[src/rtl/alarm_ring_ctrl.sv]
// Alarm ring controller: rings on time match, auto-stops after RING_SECS, optional snooze.
// Snooze support is compiled in only when macro ALARM_SNOOZE_EN is defined.
module alarm_ring_ctrl #(
    parameter int RING_SECS   = 60,
    parameter int SNOOZE_SECS = 300,
    parameter int MAX_SNOOZE  = 3
) (
    input  logic        clock,
    input  logic        reset,
    input  logic        one_second,
    input  logic        alarm_on,
    input  logic [15:0] cur_time,
    input  logic [15:0] alarm_time,
    input  logic        snooze_button,
    input  logic        stop_button,
    output logic        sound_alarm,
    output logic        snooze_active,
    output logic [1:0]  snooze_left
);

    typedef enum logic [1:0] {
        IDLE    = 2'd0,
        RINGING = 2'd1,
        SNOOZE  = 2'd2,
        DONE    = 2'd3
    } state_t;

    localparam int           RW        = $clog2(RING_SECS + 1);
    localparam logic [RW-1:0] RING_LAST = RW'(RING_SECS - 1);

    state_t         r_state;
    state_t         w_state_nxt;
    logic [RW-1:0]  r_ring_cnt;
    logic           r_sound_alarm;
    logic           w_match;
    logic           w_snooze_req;

    assign w_match     = (cur_time == alarm_time);
    assign sound_alarm = r_sound_alarm;

`ifdef ALARM_SNOOZE_EN
    localparam int            SW       = $clog2(SNOOZE_SECS + 1);
    localparam logic [SW-1:0] SNZ_LAST = SW'(SNOOZE_SECS - 1);

    logic [SW-1:0]  r_snz_cnt;
    logic [1:0]     r_snooze_left;
    logic           r_snooze_active;

    assign w_snooze_req  = snooze_button && (r_snooze_left != 2'd0);
    assign snooze_active = r_snooze_active;
    assign snooze_left   = r_snooze_left;
`else
    logic w_unused_snooze;

    assign w_unused_snooze = snooze_button;
    assign w_snooze_req    = 1'b0;
    assign snooze_active   = 1'b0;
    assign snooze_left     = 2'd0;
`endif

    // Next-state decode; stop and disarm take priority over snooze and timeout
    always_comb begin
        w_state_nxt = r_state;
        case (r_state)
            IDLE: begin
                if (alarm_on && w_match) w_state_nxt = RINGING;
                else                     w_state_nxt = IDLE;
            end
            RINGING: begin
                if (stop_button || !alarm_on)                     w_state_nxt = DONE;
                else if (w_snooze_req)                            w_state_nxt = SNOOZE;
                else if (one_second && (r_ring_cnt == RING_LAST)) w_state_nxt = DONE;
                else                                              w_state_nxt = RINGING;
            end
            SNOOZE: begin
`ifdef ALARM_SNOOZE_EN
                if (stop_button || !alarm_on)                    w_state_nxt = DONE;
                else if (one_second && (r_snz_cnt == SNZ_LAST))  w_state_nxt = RINGING;
                else                                             w_state_nxt = SNOOZE;
`else
                w_state_nxt = DONE;
`endif
            end
            DONE: begin
                if (!w_match) w_state_nxt = IDLE;
                else          w_state_nxt = DONE;
            end
            default: w_state_nxt = IDLE;
        endcase
    end

    // State register and buzzer output, both updated from the next state
    always_ff @(posedge clock or posedge reset) begin
        if (reset) begin
            r_state       <= IDLE;
            r_sound_alarm <= 1'b0;
        end else begin
            r_state       <= w_state_nxt;
            r_sound_alarm <= (w_state_nxt == RINGING);
        end
    end

    // Ring duration counter, live only while ringing
    always_ff @(posedge clock or posedge reset) begin
        if (reset)                   r_ring_cnt <= '0;
        else if (r_state != RINGING) r_ring_cnt <= '0;
        else if (one_second)         r_ring_cnt <= r_ring_cnt + RW'(1);
        else                         r_ring_cnt <= r_ring_cnt;
    end

`ifdef ALARM_SNOOZE_EN
    // Snooze duration counter, live only while snoozing
    always_ff @(posedge clock or posedge reset) begin
        if (reset)                  r_snz_cnt <= '0;
        else if (r_state != SNOOZE) r_snz_cnt <= '0;
        else if (one_second)        r_snz_cnt <= r_snz_cnt + SW'(1);
        else                        r_snz_cnt <= r_snz_cnt;
    end

    // Snooze budget per alarm event and snooze indicator
    always_ff @(posedge clock or posedge reset) begin
        if (reset) begin
            r_snooze_left   <= 2'd0;
            r_snooze_active <= 1'b0;
        end else begin
            r_snooze_active <= (w_state_nxt == SNOOZE);
            if ((r_state == IDLE) && (w_state_nxt == RINGING))
                r_snooze_left <= 2'(MAX_SNOOZE);
            else if ((r_state == RINGING) && (w_state_nxt == SNOOZE) && (r_snooze_left != 2'd0))
                r_snooze_left <= r_snooze_left - 2'd1;
            else
                r_snooze_left <= r_snooze_left;
        end
    end
`endif

endmodule

[config.mk]
export PLATFORM = sky130hd
export DESIGN_NAME = alarm_ring_ctrl
export DESIGN_NICKNAME = d
export VERILOG_FILES = /design/src/rtl/alarm_ring_ctrl.sv
export SDC_FILE = /design/constraint.sdc
export NUM_CORES = 1
export LEC_CHECK = 0
export ABC_AREA = 1
export ABC_CLOCK_PERIOD_IN_PS = 1200
export BUFFER_PORTS_ARGS = -buffer_cell sky130_fd_sc_hd__buf_2
export CORE_AREA = 2 2 46 48
export DETAILED_ROUTE_END_ITERATION = 12
export DIE_AREA = 0 0 48 50
export PLACE_DENSITY_LB_ADDON = 0.1
export SLEW_MARGIN = 0
export SYNTH_ARGS = -nofsm -noshare
export SYNTH_HDL_FRONTEND = slang
export SYNTH_SLANG_ARGS = --single-unit
[constraint.sdc]
create_clock -name clock -period 1.2 [get_ports clock]
set_input_delay 0.18 -clock clock [delete_from_list [all_inputs] [get_ports clock]]
set_output_delay 0.18 -clock clock [all_outputs]
set_load 0.03 [all_outputs]
==> Yosys cells after proc, flatten, opt, wreduce, memory -nomap -nowiden <==
Cells that the tools add are included.
{ "totals": {"input_bits": 38, "wordCells": 24, "reg_bits": 9, "output_inout_bits": 4} }
{ "classes": {"eq_ne": 7, "n_mux": 7, "addsub": 1, "reduce_logical": 6} }
{ "ops": {"columns": ["cell", "count"], "rows": [
  ["$eq 16x16->1", 1],
  ["$mux 6", 2],
  ["$pmux 2 s4", 1],
  ["$add 6x1->6 const B", 1],
  ["$eq 6x6->1 const B", 1],
  ["$mux 2", 3],
  ["$eq 2x1->1 const B", 2],
  ["$eq 2x2->1 const B", 2],
  ["$logic_and 1x1->1", 2],
  ["$logic_not 2->1", 1],
  ["$ne 2x1->1 const B", 1],
  ["$reduce_bool 2->1", 1],
  ["$logic_not 1->1", 1],
  ["$logic_or 1x1->1", 1],
  ["$mux 1", 1]
]} }

==> Logic depth before layout (Yosys ltp) <==
Gate-level depths: netlist of the first run.
{ "depth": {"ltp_word": 6, "depth_mapped": 10, "mapped_depth_nobuf": 10} }

==> Least setup slack after synthesis of the first run <==
No wires, ideal clock.
{ "synth_path": {"path_kind": "reg2reg", "start": "register r_ring_cnt[0]", "end": "register r_sound_alarm (netlist: sound_alarm)", "path_buffers": 0, "synth_period_minus_slack_ns": 1.025, "setup_ns": 0.070, "arrival_time_ns": 0.956, "setup_slack_ns": 0.175, "stages_incl_launch_ff": 7, "t_required_ns": 1.130, "cell_sequence": "dfrtp_1 -> ha_1 -> nand2_1 -> o21ai_0 -> nand2_1 -> nand3_1 -> nor2_2"} }
{ "synth_between": {"elab_chain_cells": 6} }
{ "synth_lines": {"columns": ["element", "line_no", "text"], "rows": [
  ["from (decl)", "33", "logic [RW-1:0] r_ring_cnt;"],
  ["from (signal assigned)", "107", "else if (one_second) r_ring_cnt <= r_ring_cnt + RW'(1);"],
  ["from (signal assigned)", "108", "else r_ring_cnt <= r_ring_cnt;"],
  ["$eq 6x6->1", "72", "else if (one_second && (r_ring_cnt == RING_LAST)) w_state_nxt = DONE;"],
  ["$logic_and 1x1->1", "72", null],
  ["$mux 2", "72", null],
  ["$mux 2", "70", "if (stop_button || !alarm_on) w_state_nxt = DONE;"],
  ["$pmux 2 s4", "64", "case (r_state)"],
  ["net w_state_nxt[1]", "32", "state_t w_state_nxt;"],
  ["$eq 2x1->1", "99", "r_sound_alarm <= (w_state_nxt == RINGING);"],
  ["to (signal assigned)", "99", null],
  ["to (decl)", "34", "logic r_sound_alarm;"]
]} }
The timed path passes the listed nets, and every way through them passes these cells.
A chain may end at the register's enable or synchronous reset.

==> Final worst setup path of the first run <==
Ends and elaborated chain as after synthesis.

==> qor.txt, run 1 <==
Outcome: finished, final reports clean
First-pass GRT wire length: 2550 um
Layout net count: 224
Overall die area: 2400 sq um
Placed cells: 206
Worst Clk Skew: 0.00615 ns
TritonCTS clock tree: yes
Area Overhead vs Synth: 31.9%
Power Density: 1070 nW/um^2
Via count: 889
DR pass1 iterations: 4
Die Wd: 48 um
Via density: 4.21
Hold WC Path Type: input pin to flip-flop
Critical Path AT: 1.27 ns
Fmax: 0.931 GHz
Tmin final: 1.07 ns
Root Buffer: clkbuf_4
Worst-path clk slew: 0.06 ns
Number of synthesized register bits: 9
Clock Latency Late Sink: 0.26 ns
Total GRT Usage: 14.1%
DR DRC count: 0
Site Rows: 16
Placer Congestion: 0.737
Maximum VDD drop: 0.864 mV
Syn Std Cell Area: 783 sq um
Largest net degree at the start of global routing: 10
Final setup TNS: 0 ns
Unique cell type count in the Yosys netlist: 15
IO buf count: 37
# IOs: 42
H-tree depth: 1
Ant diodes: 0
Crit. End Element: flip-flop
Max cap viols: 0
Most frequent cells in the layout: 45 x nand2_1, 37 x buf_2, 33 x inv_1
Critical Path Start Type: flip-flop
DPL Wire Length: 1320 um
Initial antenna violation count: 0
Core Region: 1900 sq um
Clock sink count: 9
# setup viols final: 0
Die height: 50 um
WL/cell: 7.15 um
Static Leak: 0.693 nW
Mapped Cells: 142
Fin. max-slew vios: 0
Gr ovfl total: 0
Initial drt markers: 17
Max clock buf depth: 2
Final hold violation count: 0
Most common cell after layout, fill and taps aside: nand2_1
YS warnings: 0
Final worst-path cycle share: 89.5%
Post-synthesis sequential area ratio: 28.8%
Vias in the first global route: 772
Synthesized area per cell: 5.52 sq um
Critical Path RT: 1.40 ns
Antenna Nets Post-Route: 0
Initial core utilization: 41.2%
Total length of routed wires: 1510 um
Non-Filler Instances: 211
Fraction of layout cells with a size suffix above 1: 24.5%
Unrepaired setup endpoints after global routing: no
Setup Crit Path Kind: flip-flop to flip-flop
Num CTS Buffers: 3
CP max FO: 4
-- layout make-up --
class / count / area (sq um)
tap: 27 / 33.8
fill: 189 / 868
sequential: 9 / 225
clock buffer: 4 / 26.3
multi-input combinational: 99 / 422
timing repair buffer: 39 / 203
inverter: 33 / 124
-- cells by family (layout without fill, tap and decap cells) --
logic type	after synthesis	in the layout	synth area share, %
buf+inv	36	76	18.7
simple gates	85	85	43.6
fa+ha+maj	1	1	1.60
other cells	1	3	0.479
flops	9	9	28.8
xor+xnor	1	1	1.12
compound gates	9	9	5.75
-- synthesized netlist by cell type --
library cell | count | area (sq um)
nand3_1 | 4 | 20.0
nor2_1 | 27 | 101
ha_1 | 1 | 12.5
conb_1 | 1 | 3.75
and3_1 | 2 | 12.5
nand4_1 | 1 | 6.26
xor2_1 | 1 | 8.76
buf_4 | 3 | 22.5
nand2_1 | 46 | 173
a21oi_1 | 5 | 25.0
dfrtp_1 | 9 | 225
nor2_2 | 3 | 18.8
nor3_1 | 2 | 10.0
o21ai_0 | 4 | 20.0
inv_1 | 33 | 124
-- sequential cells by signal (all words and copies together), names as in the netlist --
| name | flops |
|---|---|
| r_ring_cnt | 6 |
| r_state | 2 |
| sound_alarm | 1 |
-- where the power goes --
group	internal, mW	total (mW)	switching (mW)	leakage (nW)
sequential	0.375	0.420	0.0445	0.121
clock	0.128	0.229	0.101	0.0150
combinational	0.185	0.454	0.269	0.558
total	0.688	1.10	0.414	0.693
-- critical path: stages (launching register included) --
cell and delay (ns):
dfrtp_1 0.40, ha_1 0.21, nand2_2 0.08, o21ai_0 0.09, nand2_1 0.06, nand3_1 0.10
nor2_2 0.08
-- stage by stage --
step	utilization, %	hold WS, ns	area (sq um)	setup WS, ns	power, mW
2_1_floorplan	-	0.00792	791	0.175	0.724
3_3_place_gp	52.3	0.153	995	0.114	0.869
3_5_place_dp	52.3	0.158	995	0.0980	0.883
4_1_cts	54.2	0.147	1030	0.0846	1.12
5_1_grt	54.3	0.162	1030	0.0101	1.22
6_report	54.3	0.163	1030	0.126	1.10
-- timing repair --
action                                  CTS  global route
endpoints found under the setup margin    0             2
buffers inserted                          0             0
hold buffers                              1             0
gates resized for setup                   0             1
endpoints found under the hold margin     9             0
-- routing by layer --
metal  GRT usage [%]  up-vias  wire length, um
met5               0        -                0
met4            2.70        0                8
met3            2.56        2               99
met2            26.7       24              745
met1            15.2      371              655
li1                -      492                -
-- path summary, 6_finish.rpt --
check / endpoint / slack (ns) / depth (start not counted) / from
max in group asynchronous: r_ring_cnt[2]$_DFFE_PP0P_ / 0.53 / 3 / reset
hold / removal: r_ring_cnt[1]$_DFFE_PP0P_ / 0.16 / 2 / one_second
setup / recovery: sound_alarm$_DFF_PP0_ / 0.13 / 6 / r_ring_cnt[0]$_DFFE_PP0P_
min in group asynchronous: r_ring_cnt[5]$_DFFE_PP0P_ / 0.41 / 3 / reset
hold reg to reg: r_ring_cnt[3]$_DFFE_PP0P_ / 0.51 / 1 / r_ring_cnt[3]$_DFFE_PP0P_
setup reg to reg: sound_alarm$_DFF_PP0_ / 0.13 / 6 / r_ring_cnt[0]$_DFFE_PP0P_
(Power assumes the default switching activity.)
==> run 2, diff against run 1 <==
--- a/config.mk
+++ b/config.mk
@@ -5,12 +5,11 @@
 export SDC_FILE = /design/constraint.sdc
 export NUM_CORES = 1
 export LEC_CHECK = 0
-export ABC_AREA = 1
 export ABC_CLOCK_PERIOD_IN_PS = 1200
 export BUFFER_PORTS_ARGS = -buffer_cell sky130_fd_sc_hd__buf_2
-export CORE_AREA = 2 2 46 48
+export CORE_AREA = 2 2 44 46
 export DETAILED_ROUTE_END_ITERATION = 12
-export DIE_AREA = 0 0 48 50
+export DIE_AREA = 0 0 46 48
 export PLACE_DENSITY_LB_ADDON = 0.1
 export SLEW_MARGIN = 0
 export SYNTH_ARGS = -nofsm -noshare
==> qor.txt, run 2 <==
Commonest cells post-synth: 17 x xnor2_1, 9 x dfrtp_1, 8 x nor2_1 (was 46 x nand2_1, 33 x inv_1, 27 x nor2_1)
Antenna Nets Post-Route: 0 (unchanged)
Synth top area share: 35.1% (was 28.8%)
Setup WS pre-CTS: -0.131 ns (was 0.0980 ns)
IO buf count: 37 (unchanged)
Fin. max-slew vios: 0 (unchanged)
Internal power: 0.669 mW (was 0.688 mW)
Top_reg_cell synth: dfrtp_1 (unchanged)
Area of the multi-input gates: 413 sq um (was 422 sq um)
Initial core utilization: 38.0% (was 41.2%)
Count leader, synth: xnor2_1 (was nand2_1)
Combinational power share: 35.3% (was 41.2%)
Static Leak: 0.456 nW (was 0.693 nW)
Final hold violation count: 0 (unchanged)
Top reg by flops: r_ring_cnt (unchanged)
Site Rows: 15 (was 16)
Crit. End Element: flip-flop (unchanged)
Root Buffer: clkbuf_4 (unchanged)
Layout net count: 153 (was 224)
Synthesized area per cell: 9.73 sq um (was 5.52 sq um)
Critical Path AT: 1.32 ns (was 1.27 ns)
FFs w/ async S/R, synth: 100% (unchanged)
Number of synthesized flops with an enable pin: 0 (unchanged)
# IOs: 42 (unchanged)
TritonCTS clock tree: yes (unchanged)
Via density: 4.56 (was 4.21)
Mux contribution to synthesized area: 3.12% (was 0%)
Mapped Cells: 66 (was 142)
XOR/XNOR share of the synthesized area: 27.3% (was 1.12%)
Hold WC Path Type: input pin to flip-flop (unchanged)
Number of synthesized register bits: 9 (unchanged)
R2r setup slk: 0.01 ns (was 0.13 ns)
Largest register FFs: 6 (unchanged)
Maximum VDD drop: 0.687 mV (was 0.864 mV)
Worst path cell trace: ha_2, a31oi_2, nand2_1, a21oi_1, nor2_1 (was ha_1, nand2_2, o21ai_0, nand2_1, nand3_1, nor2_2)
Worst-path clk slew: 0.06 ns (about the same)
Max cap viols: 0 (unchanged)
Via count: 593 (was 889)
Area Overhead vs Synth: 46.0% (was 31.9%)
Core Region: 1690 sq um (was 1900 sq um)
Fmax: 0.844 GHz (was 0.931 GHz)
Synth Area in Adders: 1.95% (was 1.60%)
Syn Std Cell Area: 642 sq um (was 783 sq um)
DR pass1 iterations: 1 (was 4)
Fillers: 170 (was 189)
Area leader, netlist: dfrtp_1 (unchanged)
Slowest-stage cell, CP: dfrtp_1 (unchanged)
Total length of routed wires: 1240 um (was 1510 um)
Setup WS post-layout: 0.0147 ns (was 0.126 ns)
YS warnings: 0 (unchanged)
Num CTS Buffers: 3 (unchanged)
Largest family of logic cells by synthesized area: XOR/XNOR gates (was simple AND/OR/NAND/NOR gates)
Most common cell after layout, fill and taps aside: buf_2 (was nand2_1)
DPL Wire Length: 1110 um (was 1320 um)
Clock Latency Late Sink: 0.25 ns (was 0.26 ns)
Gr ovfl total: 0 (unchanged)
Critical Path Start Type: flip-flop (unchanged)
Ant diodes: 0 (unchanged)
Vias in the first global route: 548 (was 772)
Overall Power: 0.996 mW (was 1.10 mW)
Most frequent cells in the layout: 37 x buf_2, 17 x xnor2_1, 9 x dfrtp_1 (was 45 x nand2_1, 37 x buf_2, 33 x inv_1)
Final worst-path cycle share: 98.8% (was 89.5%)
Worst Clk Skew: 0.000872 ns (was 0.00615 ns)
Critical Path RT: 1.34 ns (was 1.40 ns)
Power Density: 1060 nW/um^2 (was 1070 nW/um^2)
Die Wd: 46 um (was 48 um)
Delay-heaviest family, CP: flip-flops (unchanged)
Synth area leaders: dfrtp_1 35%, xnor2_1 23%, nand4_1 4.9% (was dfrtp_1 29%, nand2_1 22%, inv_1 16%)
Max clock buf depth: 2 (unchanged)
DR DRC count: 0 (unchanged)
Unrepaired setup endpoints after global routing: yes (was no)
Min-Delay Path Depth: 3 (was 2)
CP bufs+invs: 0 (unchanged)
Post-synthesis sequential area ratio: 35.1% (was 28.8%)
WL/cell: 9.50 um (was 7.15 um)
Simple-gate share of the synthesized area: 22.6% (was 43.6%)
Crit path largest cell delay: 0.39 ns (was 0.40 ns)
First-pass GRT wire length: 2000 um (was 2550 um)
Clk pwr share: 21.9% (was 20.7%)
Fraction of layout cells with a size suffix above 1: 47.8% (was 24.5%)
Die height: 48 um (was 50 um)
Final setup TNS: 0 ns (unchanged)
CP max FO: 3 (was 4)
Compound-Gate Fraction of Synth Area: 4.48% (was 5.75%)
Unique cell type count in the Yosys netlist: 22 (was 15)
Placer Congestion: 0.727 (was 0.737)
Total GRT Usage: 13.1% (was 14.1%)
H-tree depth: 1 (unchanged)
Overall die area: 2210 sq um (was 2400 sq um)
Sw Pwr: 0.327 mW (was 0.414 mW)
Sequential Power Share: 42.7% (was 38.1%)
Setup Crit Path Kind: flip-flop to flip-flop (unchanged)
Tmin final: 1.19 ns (was 1.07 ns)
Initial antenna violation count: 0 (unchanged)
Outcome: finished, final reports clean (unchanged)
Clock sink count: 9 (unchanged)
Initial drt markers: 0 (was 17)
Register area: 225 sq um (unchanged)
# setup viols final: 0 (unchanged)
Sw Ratio: 32.9% (was 37.6%)
Crit. path cell count: 5 (was 6)
Largest net degree at the start of global routing: 10 (unchanged)
Worst reg2reg path depth: 5 (was 6)
## run 2: cell types whose count changed after synthesis, moves of 2 or more
| cell | previous run | this run |
|---|---|---|
| xor2_1 | 1 | 3 |
| nand2_1 | 46 | 4 |
| inv_1 | 33 | 1 |
| nor2_2 | 3 | 0 |
| xnor2_1 | 0 | 17 |
| nor3_1 | 2 | 0 |
| nor2_1 | 27 | 8 |
| nand4_1 | 1 | 5 |
| and3_1 | 2 | 0 |
| a21oi_1 | 5 | 2 |
| mux2i_1 | 0 | 2 |
| nand3_1 | 4 | 0 |
| o21ai_0 | 4 | 1 |
## run 2: cell families (layout without fill, tap and decap cells)
family	count (synthesis)	after routing
simple gates	23	23
xor+xnor	20	20
compound gates	5	5
mux	2	2
flops	9	9
fa+ha+maj	1	1
other cells	1	3
buf+inv	5	50
## run 2: path summary, 6_finish.rpt
kind	end	startpoint
max	r_state[1]$_DFF_PP0_	r_ring_cnt[1]$_DFFE_PP0P_
min	r_state[0]$_DFF_PP0_	alarm_on
max reg2reg	r_state[1]$_DFF_PP0_	r_ring_cnt[1]$_DFFE_PP0P_
min reg2reg	sound_alarm$_DFF_PP0_	r_state[1]$_DFF_PP0_
max in group asynchronous	r_ring_cnt[1]$_DFFE_PP0P_	reset
min in group asynchronous	sound_alarm$_DFF_PP0_	reset
## run 2: what timing repair did
action / in CTS / in global routing
resized for setup: 1 / 4
cloned: 0 / 0
endpoints found under the setup margin: 3 / 5
setup buffers: 0 / 0
endpoints found under the hold margin: 9 / 0
pin swaps: 2 / 3
hold buffers: 1 / 0
## run 2: layer usage
metal | vias to the layer above | part of all wire (%) | global-route usage (%)
met5 | - | 0 | 0
met4 | 0 | 0 | 6.86
met3 | 0 | 5.2 | 2.26
met2 | 21 | 54 | 24.4
met1 | 258 | 40 | 14.1
li1 | 314 | - | -
## run 2: final cells by class
| cell class | count | area share, % |
|---|---|---|
| clock buffer | 4 | 2.80 |
| multi-input combinational | 54 | 44.1 |
| inverter | 1 | 0.401 |
| sequential | 9 | 24.0 |
| tap | 17 | 2.27 |
| timing repair buffer | 45 | 26.4 |
## run 2: power groups by stage
stage	clock network, mW	logic (mW)	registers, mW
2_1_floorplan	0	0.223	0.432
3_3_place_gp	0	0.343	0.427
3_5_place_dp	0	0.347	0.430
4_1_cts	0.230	0.352	0.425
5_1_grt	0.245	0.406	0.435
6_report	0.218	0.352	0.426
## run 2: metrics by stage
step / cell area, sq um / util, % / hold slack, ns / cells
after detailed placement: 881 / 52.1 / 0.146 / 125
final: 937 / 55.5 / 0.198 / 130
after global routing: 937 / 55.5 / 0.200 / 130
after CTS: 923 / 54.7 / 0.188 / 130
after global placement: 881 / 52.1 / 0.142 / 125
after floorplan: 649 / - / 0.00792 / 68
## run 2: tightest hold or removal path: cells and delay by family
kind	cells	cell delay, ns
buf+inv	1	0.09
compound gates	1	0.06
simple gates	1	0.08
